$ cat src/rtl/seg7_pkg.sv
// Shared segment patterns for the seven-segment scan driver.
// Patterns are active-low {a,b,c,d,e,f,g}, bit 6 = a.
package seg7_pkg;

  localparam logic [6:0] SEG_BLANK = 7'b1111111;
  localparam logic [6:0] SEG_0     = 7'b0000001;
  localparam logic [6:0] SEG_1     = 7'b1001111;
  localparam logic [6:0] SEG_2     = 7'b0010010;
  localparam logic [6:0] SEG_3     = 7'b0000110;
  localparam logic [6:0] SEG_4     = 7'b1001100;
  localparam logic [6:0] SEG_5     = 7'b0100100;
  localparam logic [6:0] SEG_6     = 7'b0100000;
  localparam logic [6:0] SEG_7     = 7'b0001111;
  localparam logic [6:0] SEG_8     = 7'b0000000;
  localparam logic [6:0] SEG_9     = 7'b0000100;
  localparam logic [6:0] SEG_A     = 7'b0001000;
  localparam logic [6:0] SEG_B     = 7'b1100000;
  localparam logic [6:0] SEG_C     = 7'b0110001;
  localparam logic [6:0] SEG_D     = 7'b1000010;
  localparam logic [6:0] SEG_E     = 7'b0110000;
  localparam logic [6:0] SEG_F     = 7'b0111000;

  function automatic logic [6:0] nibble_to_seg(input logic [3:0] nib);
    logic [6:0] seg;
    unique case (nib)
      4'h0: seg = SEG_0;
      4'h1: seg = SEG_1;
      4'h2: seg = SEG_2;
      4'h3: seg = SEG_3;
      4'h4: seg = SEG_4;
      4'h5: seg = SEG_5;
      4'h6: seg = SEG_6;
      4'h7: seg = SEG_7;
      4'h8: seg = SEG_8;
      4'h9: seg = SEG_9;
      4'hA: seg = SEG_A;
      4'hB: seg = SEG_B;
      4'hC: seg = SEG_C;
      4'hD: seg = SEG_D;
      4'hE: seg = SEG_E;
      4'hF: seg = SEG_F;
      default: seg = SEG_BLANK;
    endcase
    return seg;
  endfunction

endpackage

$ cat src/rtl/seg7_scan_driver_if.sv
// Host/panel side bundle of the scan driver: load path in, display drive out.
interface seg7_scan_driver_if #(
  parameter int unsigned N_DIGITS = 4
);
  logic                    load;
  logic [4*N_DIGITS-1:0]   digits_in;
  logic [N_DIGITS-1:0]     dp_in;
  logic                    blank_lz;
  logic                    pending;
  logic                    frame_tick;
  logic [6:0]              seg_n;
  logic                    dp_n;
  logic [N_DIGITS-1:0]     an_n;

  modport master (
    output load, digits_in, dp_in, blank_lz,
    input  pending, frame_tick, seg_n, dp_n, an_n
  );

  modport slave (
    input  load, digits_in, dp_in, blank_lz,
    output pending, frame_tick, seg_n, dp_n, an_n
  );
endinterface

$ cat src/rtl/hex_to_seg7.sv
// Combinational nibble to active-low segment pattern.
module hex_to_seg7
  import seg7_pkg::*;
(
  input  logic [3:0] i_nibble,
  output logic [6:0] o_seg_n
);
  assign o_seg_n = nibble_to_seg(i_nibble);
endmodule

$ cat src/rtl/seg7_scan_driver.sv
// Time-multiplexed N-digit seven-segment driver with frame-synchronous buffering,
// one-clock dead-time per slot and optional leading-zero blanking.
module seg7_scan_driver
  import seg7_pkg::*;
#(
  parameter int unsigned N_DIGITS = 4,
  parameter int unsigned SCAN_DIV = 50000
) (
  input  logic               clk,
  input  logic               rst_n,
  seg7_scan_driver_if.slave  bus
);
  localparam int unsigned DIV_W = (SCAN_DIV > 1) ? $clog2(SCAN_DIV) : 1;
  localparam int unsigned IDX_W = (N_DIGITS > 1) ? $clog2(N_DIGITS) : 1;
  localparam int unsigned DIG_W = 4 * N_DIGITS;

  logic [DIV_W-1:0]    r_div,        w_div_nxt;
  logic [IDX_W-1:0]    r_idx,        w_idx_nxt;
  logic [DIG_W-1:0]    r_shadow_dig, w_shadow_dig_nxt;
  logic [N_DIGITS-1:0] r_shadow_dp,  w_shadow_dp_nxt;
  logic [DIG_W-1:0]    r_active_dig, w_active_dig_nxt;
  logic [N_DIGITS-1:0] r_active_dp,  w_active_dp_nxt;
  logic                r_pending,    w_pending_nxt;
  logic                r_frame_tick;
  logic [6:0]          r_seg_n,      w_seg_n_nxt;
  logic                r_dp_n,       w_dp_n_nxt;
  logic [N_DIGITS-1:0] r_an_n,       w_an_n_nxt;

  logic                w_div_wrap, w_frame;
  logic [3:0]          w_digit;
  logic                w_dp;
  logic                w_blank, w_zero_above;
  logic [6:0]          w_seg_dec;
  logic [N_DIGITS-1:0] w_an_sel;

  assign w_div_wrap = (r_div == DIV_W'(SCAN_DIV - 1));
  assign w_frame    = w_div_wrap && (r_idx == IDX_W'(N_DIGITS - 1));

  always_comb begin
    w_div_nxt        = w_div_wrap ? '0 : r_div + 1'b1;
    w_idx_nxt        = r_idx;
    if (w_div_wrap) w_idx_nxt = w_frame ? '0 : r_idx + 1'b1;
    w_active_dig_nxt = r_active_dig;
    w_active_dp_nxt  = r_active_dp;
    w_shadow_dig_nxt = r_shadow_dig;
    w_shadow_dp_nxt  = r_shadow_dp;
    w_pending_nxt    = r_pending;
    // Boundary transfer uses the old shadow, so a coincident load lands one frame later.
    if (w_frame && r_pending) begin
      w_active_dig_nxt = r_shadow_dig;
      w_active_dp_nxt  = r_shadow_dp;
      w_pending_nxt    = 1'b0;
    end
    if (bus.load) begin
      w_shadow_dig_nxt = bus.digits_in;
      w_shadow_dp_nxt  = bus.dp_in;
      w_pending_nxt    = 1'b1;
    end
  end

  always_comb begin
    w_digit      = '0;
    w_dp         = 1'b0;
    w_an_sel     = '1;
    w_blank      = 1'b0;
    w_zero_above = 1'b1;
    for (int i = 0; i < int'(N_DIGITS); i++) begin
      if (w_idx_nxt == IDX_W'(i)) begin
        w_digit     = w_active_dig_nxt[4*i +: 4];
        w_dp        = w_active_dp_nxt[i];
        w_an_sel[i] = 1'b0;
      end
    end
    // Walk from the top digit down; a digit is a leading zero while all above are zero.
    for (int i = int'(N_DIGITS) - 1; i >= 0; i--) begin
      w_zero_above = w_zero_above && (w_active_dig_nxt[4*i +: 4] == 4'h0);
      if ((i != 0) && (w_idx_nxt == IDX_W'(i)) && w_zero_above) w_blank = bus.blank_lz;
    end
  end

  hex_to_seg7 u_hex_to_seg7 (
    .i_nibble (w_digit),
    .o_seg_n  (w_seg_dec)
  );

  always_comb begin
    w_an_n_nxt  = '1;
    w_seg_n_nxt = SEG_BLANK;
    w_dp_n_nxt  = 1'b1;
    if (w_div_nxt != '0) begin
      w_an_n_nxt  = w_an_sel;
      w_seg_n_nxt = w_blank ? SEG_BLANK : w_seg_dec;
      w_dp_n_nxt  = ~w_dp;
    end
  end

  always_ff @(posedge clk or negedge rst_n) begin
    if (!rst_n) begin
      r_div        <= '0;
      r_idx        <= '0;
      r_shadow_dig <= '0;
      r_shadow_dp  <= '0;
      r_active_dig <= '0;
      r_active_dp  <= '0;
      r_pending    <= 1'b0;
      r_frame_tick <= 1'b0;
      r_seg_n      <= SEG_BLANK;
      r_dp_n       <= 1'b1;
      r_an_n       <= '1;
    end else begin
      r_div        <= w_div_nxt;
      r_idx        <= w_idx_nxt;
      r_shadow_dig <= w_shadow_dig_nxt;
      r_shadow_dp  <= w_shadow_dp_nxt;
      r_active_dig <= w_active_dig_nxt;
      r_active_dp  <= w_active_dp_nxt;
      r_pending    <= w_pending_nxt;
      r_frame_tick <= w_frame;
      r_seg_n      <= w_seg_n_nxt;
      r_dp_n       <= w_dp_n_nxt;
      r_an_n       <= w_an_n_nxt;
    end
  end

  assign bus.pending    = r_pending;
  assign bus.frame_tick = r_frame_tick;
  assign bus.seg_n      = r_seg_n;
  assign bus.dp_n       = r_dp_n;
  assign bus.an_n       = r_an_n;

endmodule

$ cat src/flat_wrapper.sv
// flat-port wrapper written by rule: the top's interface ports become plain ports
module seg7_scan_driver_flat import seg7_pkg::*;
#(
  parameter int unsigned N_DIGITS = 4,
  parameter int unsigned SCAN_DIV = 50000
)
  (clk, rst_n, bus_load, bus_digits_in, bus_dp_in, bus_blank_lz, bus_pending, bus_frame_tick, bus_seg_n, bus_dp_n, bus_an_n);
  seg7_scan_driver_if #(.N_DIGITS(N_DIGITS)) bus_i ();
  input  logic clk;
  input  logic rst_n;
  input wire logic [$bits(bus_i.load)-1:0] bus_load;
  input wire logic [$bits(bus_i.digits_in)-1:0] bus_digits_in;
  input wire logic [$bits(bus_i.dp_in)-1:0] bus_dp_in;
  input wire logic [$bits(bus_i.blank_lz)-1:0] bus_blank_lz;
  output wire logic [$bits(bus_i.pending)-1:0] bus_pending;
  output wire logic [$bits(bus_i.frame_tick)-1:0] bus_frame_tick;
  output wire logic [$bits(bus_i.seg_n)-1:0] bus_seg_n;
  output wire logic [$bits(bus_i.dp_n)-1:0] bus_dp_n;
  output wire logic [$bits(bus_i.an_n)-1:0] bus_an_n;
  assign bus_i.load = bus_load;
  assign bus_i.digits_in = bus_digits_in;
  assign bus_i.dp_in = bus_dp_in;
  assign bus_i.blank_lz = bus_blank_lz;
  assign bus_pending = bus_i.pending;
  assign bus_frame_tick = bus_i.frame_tick;
  assign bus_seg_n = bus_i.seg_n;
  assign bus_dp_n = bus_i.dp_n;
  assign bus_an_n = bus_i.an_n;
  seg7_scan_driver #(.N_DIGITS(N_DIGITS), .SCAN_DIV(SCAN_DIV)) u_core (.clk(clk), .rst_n(rst_n), .bus(bus_i));
endmodule
$ cat config.mk
export PLATFORM = sky130hd
export DESIGN_NAME = seg7_scan_driver_flat
export DESIGN_NICKNAME = d
export VERILOG_FILES = /design/src/rtl/seg7_pkg.sv /design/src/rtl/seg7_scan_driver_if.sv /design/src/rtl/hex_to_seg7.sv /design/src/rtl/seg7_scan_driver.sv /design/src/flat_wrapper.sv
export SDC_FILE = /design/constraint.sdc
export NUM_CORES = 1
export LEC_CHECK = 0
export ABC_AREA = 1
export CAP_MARGIN = 30
export CORE_ASPECT_RATIO = 0.7
export CORE_MARGIN = 10
export CORE_UTILIZATION = 52
export DETAILED_ROUTE_END_ITERATION = 12
export PLACE_DENSITY = 0.73
export SETUP_SLACK_MARGIN = 0.1
export SLEW_MARGIN = 20
export SYNTH_ARGS = -nofsm -noshare
export SYNTH_HDL_FRONTEND = slang
export SYNTH_SLANG_ARGS = --single-unit
$ cat constraint.sdc
create_clock -name clk -period 2.3 [get_ports clk]
set_input_delay 0.46 -clock clk [delete_from_list [all_inputs] [get_ports clk]]
set_output_delay 0.46 -clock clk [all_outputs]
set_load 0.01 [all_outputs]
==> reports/metrics.yaml <==
logic_synthesis:
  synthCells: 485
  syn_nets: 518
  yosysTopAreaCell: "dfrtp_1"
  synth_area_per_cell_sq_um: 8.23
  synth_edf_count: 0
  yosys.area.top_type_share: 0.376
  yosysUniqueCellTypes: 31
  ys_warn_count: 0
  yosysSeqAreaShare: 0.455
  syn_area_sq_mm: 0.00399
  synthTopCellsByArea: "dfrtp_1 (38%), nand2_1 (13%), dfstp_2 (7.9%), inv_1 (5.5%), nand3_1 (5.0%)"
  synthArstFlopShare: 1.00
  synth-seq-cells: 72
  synthTopCellsByCount: "nand2_1 (135), dfrtp_1 (60), inv_1 (58)"
  synth_most_common_cell: "nand2_1"
  synth_flop_cell: "dfrtp_1"
floorplanning:
  io_pins: 38
  die_x_microns: 125
  rows: 26
  core_sq_mm: 0.00738
  die_area_sq_mm: 0.0116
  start_util: 0.541
  die_y_microns: 93.3
timing:
  holdWs_ns: 0.462
  setup_slack_ns: -0.224
  slew_viol_final: 0
  setup_viol: 9
  slew_headroom: 0.764
  fin_skew_ns: 0.0246
  worst_pin_slew_ns: 0.354
  fmax_mhz: 396
  rsz0062_at_grt: "true"
  period_needed_ns: 2.52
  hold_viol_final: 0
  min_period_over_period: 1.10
worst_setup_path:
  path_class: "reg2reg"
  critPathMostFrequentCell: "nand2_1"
  crit_family: "simple AND/OR/NAND/NOR gates"
  worstPathRequired_ns: 2.57
  crit_chain: "ha_4 > nand3_4 > nor2_1 > nand2_1 > nand2_1 > nand2_1 > nand2_4 > inv_4 > nand2_2 > nand3_4 > nor2_4 > inv_2 > ha_4 > nand2_4 > nand2_2 > nand2_1 > nand3_1"
  cpMaxStageDelayCell: "dfrtp_1"
  critPathBufInv: 2
  end_kind: "register"
  worstPathMaxFanout: 5
  cp-start-kind: "register"
  critPathArrivalTime_ns: 2.79
  slowest_delay_ns: 0.42
drt:
  wl_per_cell_microns: 18.2
  ant_nets: 0
  dr_total_vias: 3882
  drt-vias-per-instance: 5.55
  drtIter0Drc: 349
  drc_errors: 0
  postRouteWirelength_mm: 12.7
  drtPass1Iterations: 6
clocking:
  cts_sinks: 72
  clock_path_buffers: 2
  cts_buffers: 9
  cts-root-buf: "clkbuf_8"
  clk_latency_ns: 0.37
  cts_tree: "built"
  htree_levels: 3
  clk_pin_slew_worst_paths_ns: 0.08
cells_and_area:
  syn2layout_area_growth_pct: 40.6
  antenna_cells: 0
  stdcell_count: 700
  drive_gt1_frac: 0.400
  final_net_count: 630
power_and_ir_drop:
  p_leak_nw: 2.78
  ir_drop_mv: 0.370
  power.density_mw_per_mm2: 462
job:
  cap_violations: 0
global_routing:
  grt_pass1_wl_mm: 17.6
  busiest_layer: "met2"
  met1_usage: 0.247
  use_met2: 0.288
  grt_antenna_before_repair: 0
  gr-total-overflow: 0
  grt_pass1_vias: 3468
  use_met3: 0.0547
  grt_use_total: 0.186
  grt_max_degree: 43
place:
  port_buffers: 37
  dp_hpwl_mm: 7.92
  placed_cells: 652
  routabilityCongestion: 0.995
  pre_cts_slack_ns: -0.106
min_path:
  hold_class: "in2async"
run_status:
  outcome: "complete, but fails checks"
  violations: "setup timing"
-- cell families after synthesis --
family,share of synthesized area
AO/OA/AOI/OAI,0.0298
adder cells (fa/ha/maj),0.0282
multiplexers,0.0338
XOR/XNOR,0.0132
buffers and inverters,0.0799
flip-flops,0.455
AND/OR/NAND/NOR,0.360
-- where the power goes --
part	internal, mW	total (mW)	leakage, nW	switching [mW]
clock network	0.639	1.16	0.107	0.518
logic	0.0648	0.121	1.78	0.0564
registers	1.30	1.32	0.896	0.0174
total	2.00	2.60	2.78	0.592
-- registers in the layout, indices dropped and copies added, names as in the netlist, 2 cells and up --
signal / cells
u_core.bus.an_n: 4
u_core.bus.seg_n: 7
u_core.r_active_dig: 16
u_core.r_active_dp: 4
u_core.r_idx: 2
u_core.r_shadow_dp: 4
u_core.r_div: 16
u_core.r_shadow_dig: 16
-- placed cells by master (no fill, tap or decap), drive strengths merged, types with 6 or more instances in the layout --
| cell | instances |
|---|---|
| inv | 66 |
| mux2 | 12 |
| o21ai | 18 |
| nor3 | 9 |
| nand4 | 25 |
| nand3 | 45 |
| clkdlybuf4s50 | 36 |
| nand2 | 154 |
| buf | 74 |
| nor2 | 54 |
| xor2 | 6 |
| dfrtp | 60 |
| dfstp | 12 |
| clkbuf | 11 |
| ha | 9 |
-- per-layer routing --
layer	vias to the layer above	wire, microns
met4	0	354
met3	41	1160
li1	1773	-
met1	1852	5250
met2	216	5980
met5	-	0
-- per-stage QoR --
step	cell area [sq um]	setup TNS (ns)	utilization	total power, mW
2_1_floorplan	4000	0	-	1.38
5_1_grt	5620	-2.19	0.760	2.66
3_5_place_dp	4750	-0.433	0.644	1.46
3_3_place_gp	4750	-0.0535	0.644	1.46
4_1_cts	5200	-0.0103	0.705	2.58
6_report	5620	-1.48	0.760	2.60
-- timing repair --
| action | in CTS | in global routing |
|---|---|---|
| endpoints found under the hold margin | 3 | 0 |
| cloned | 1 | 1 |
| resized for setup | 26 | 82 |
| hold buffers | 1 | 0 |
| setup endpoints to repair | 12 | 14 |
| setup buffers | 16 | 14 |
| pin swaps | 14 | 46 |
-- final timing paths --
path,startpoint,end,slack [ns],depth (start not counted)
worst max-delay path,u_core.r_div[0]$_DFF_PN0_,u_core.bus.seg_n[1]$_DFF_PN1_,-0.22,17
worst min-delay path,rst_n,u_core.r_div[9]$_DFF_PN0_,0.46,2
worst max register to register,u_core.r_div[0]$_DFF_PN0_,u_core.bus.seg_n[1]$_DFF_PN1_,-0.22,17
worst min register to register,u_core.r_active_dp[3]$_DFF_PN0_,u_core.r_active_dp[3]$_DFF_PN0_,0.51,2
max in group asynchronous,rst_n,u_core.bus.seg_n[4]$_DFF_PN1_,1.18,3
min in group clk,u_core.r_active_dp[3]$_DFF_PN0_,u_core.r_active_dp[3]$_DFF_PN0_,0.51,2
-- area by class of cell --
class,count,area [sq um]
Sequential cell,72,1820
Inverter,66,255
Clock inverter,5,80.1
Multi-Input combinational cell,337,2200
Fill cell,481,1770
Clock buffer,11,141
Tap cell,98,123
Timing Repair Buffer,111,990
(Power assumes the default switching activity.)
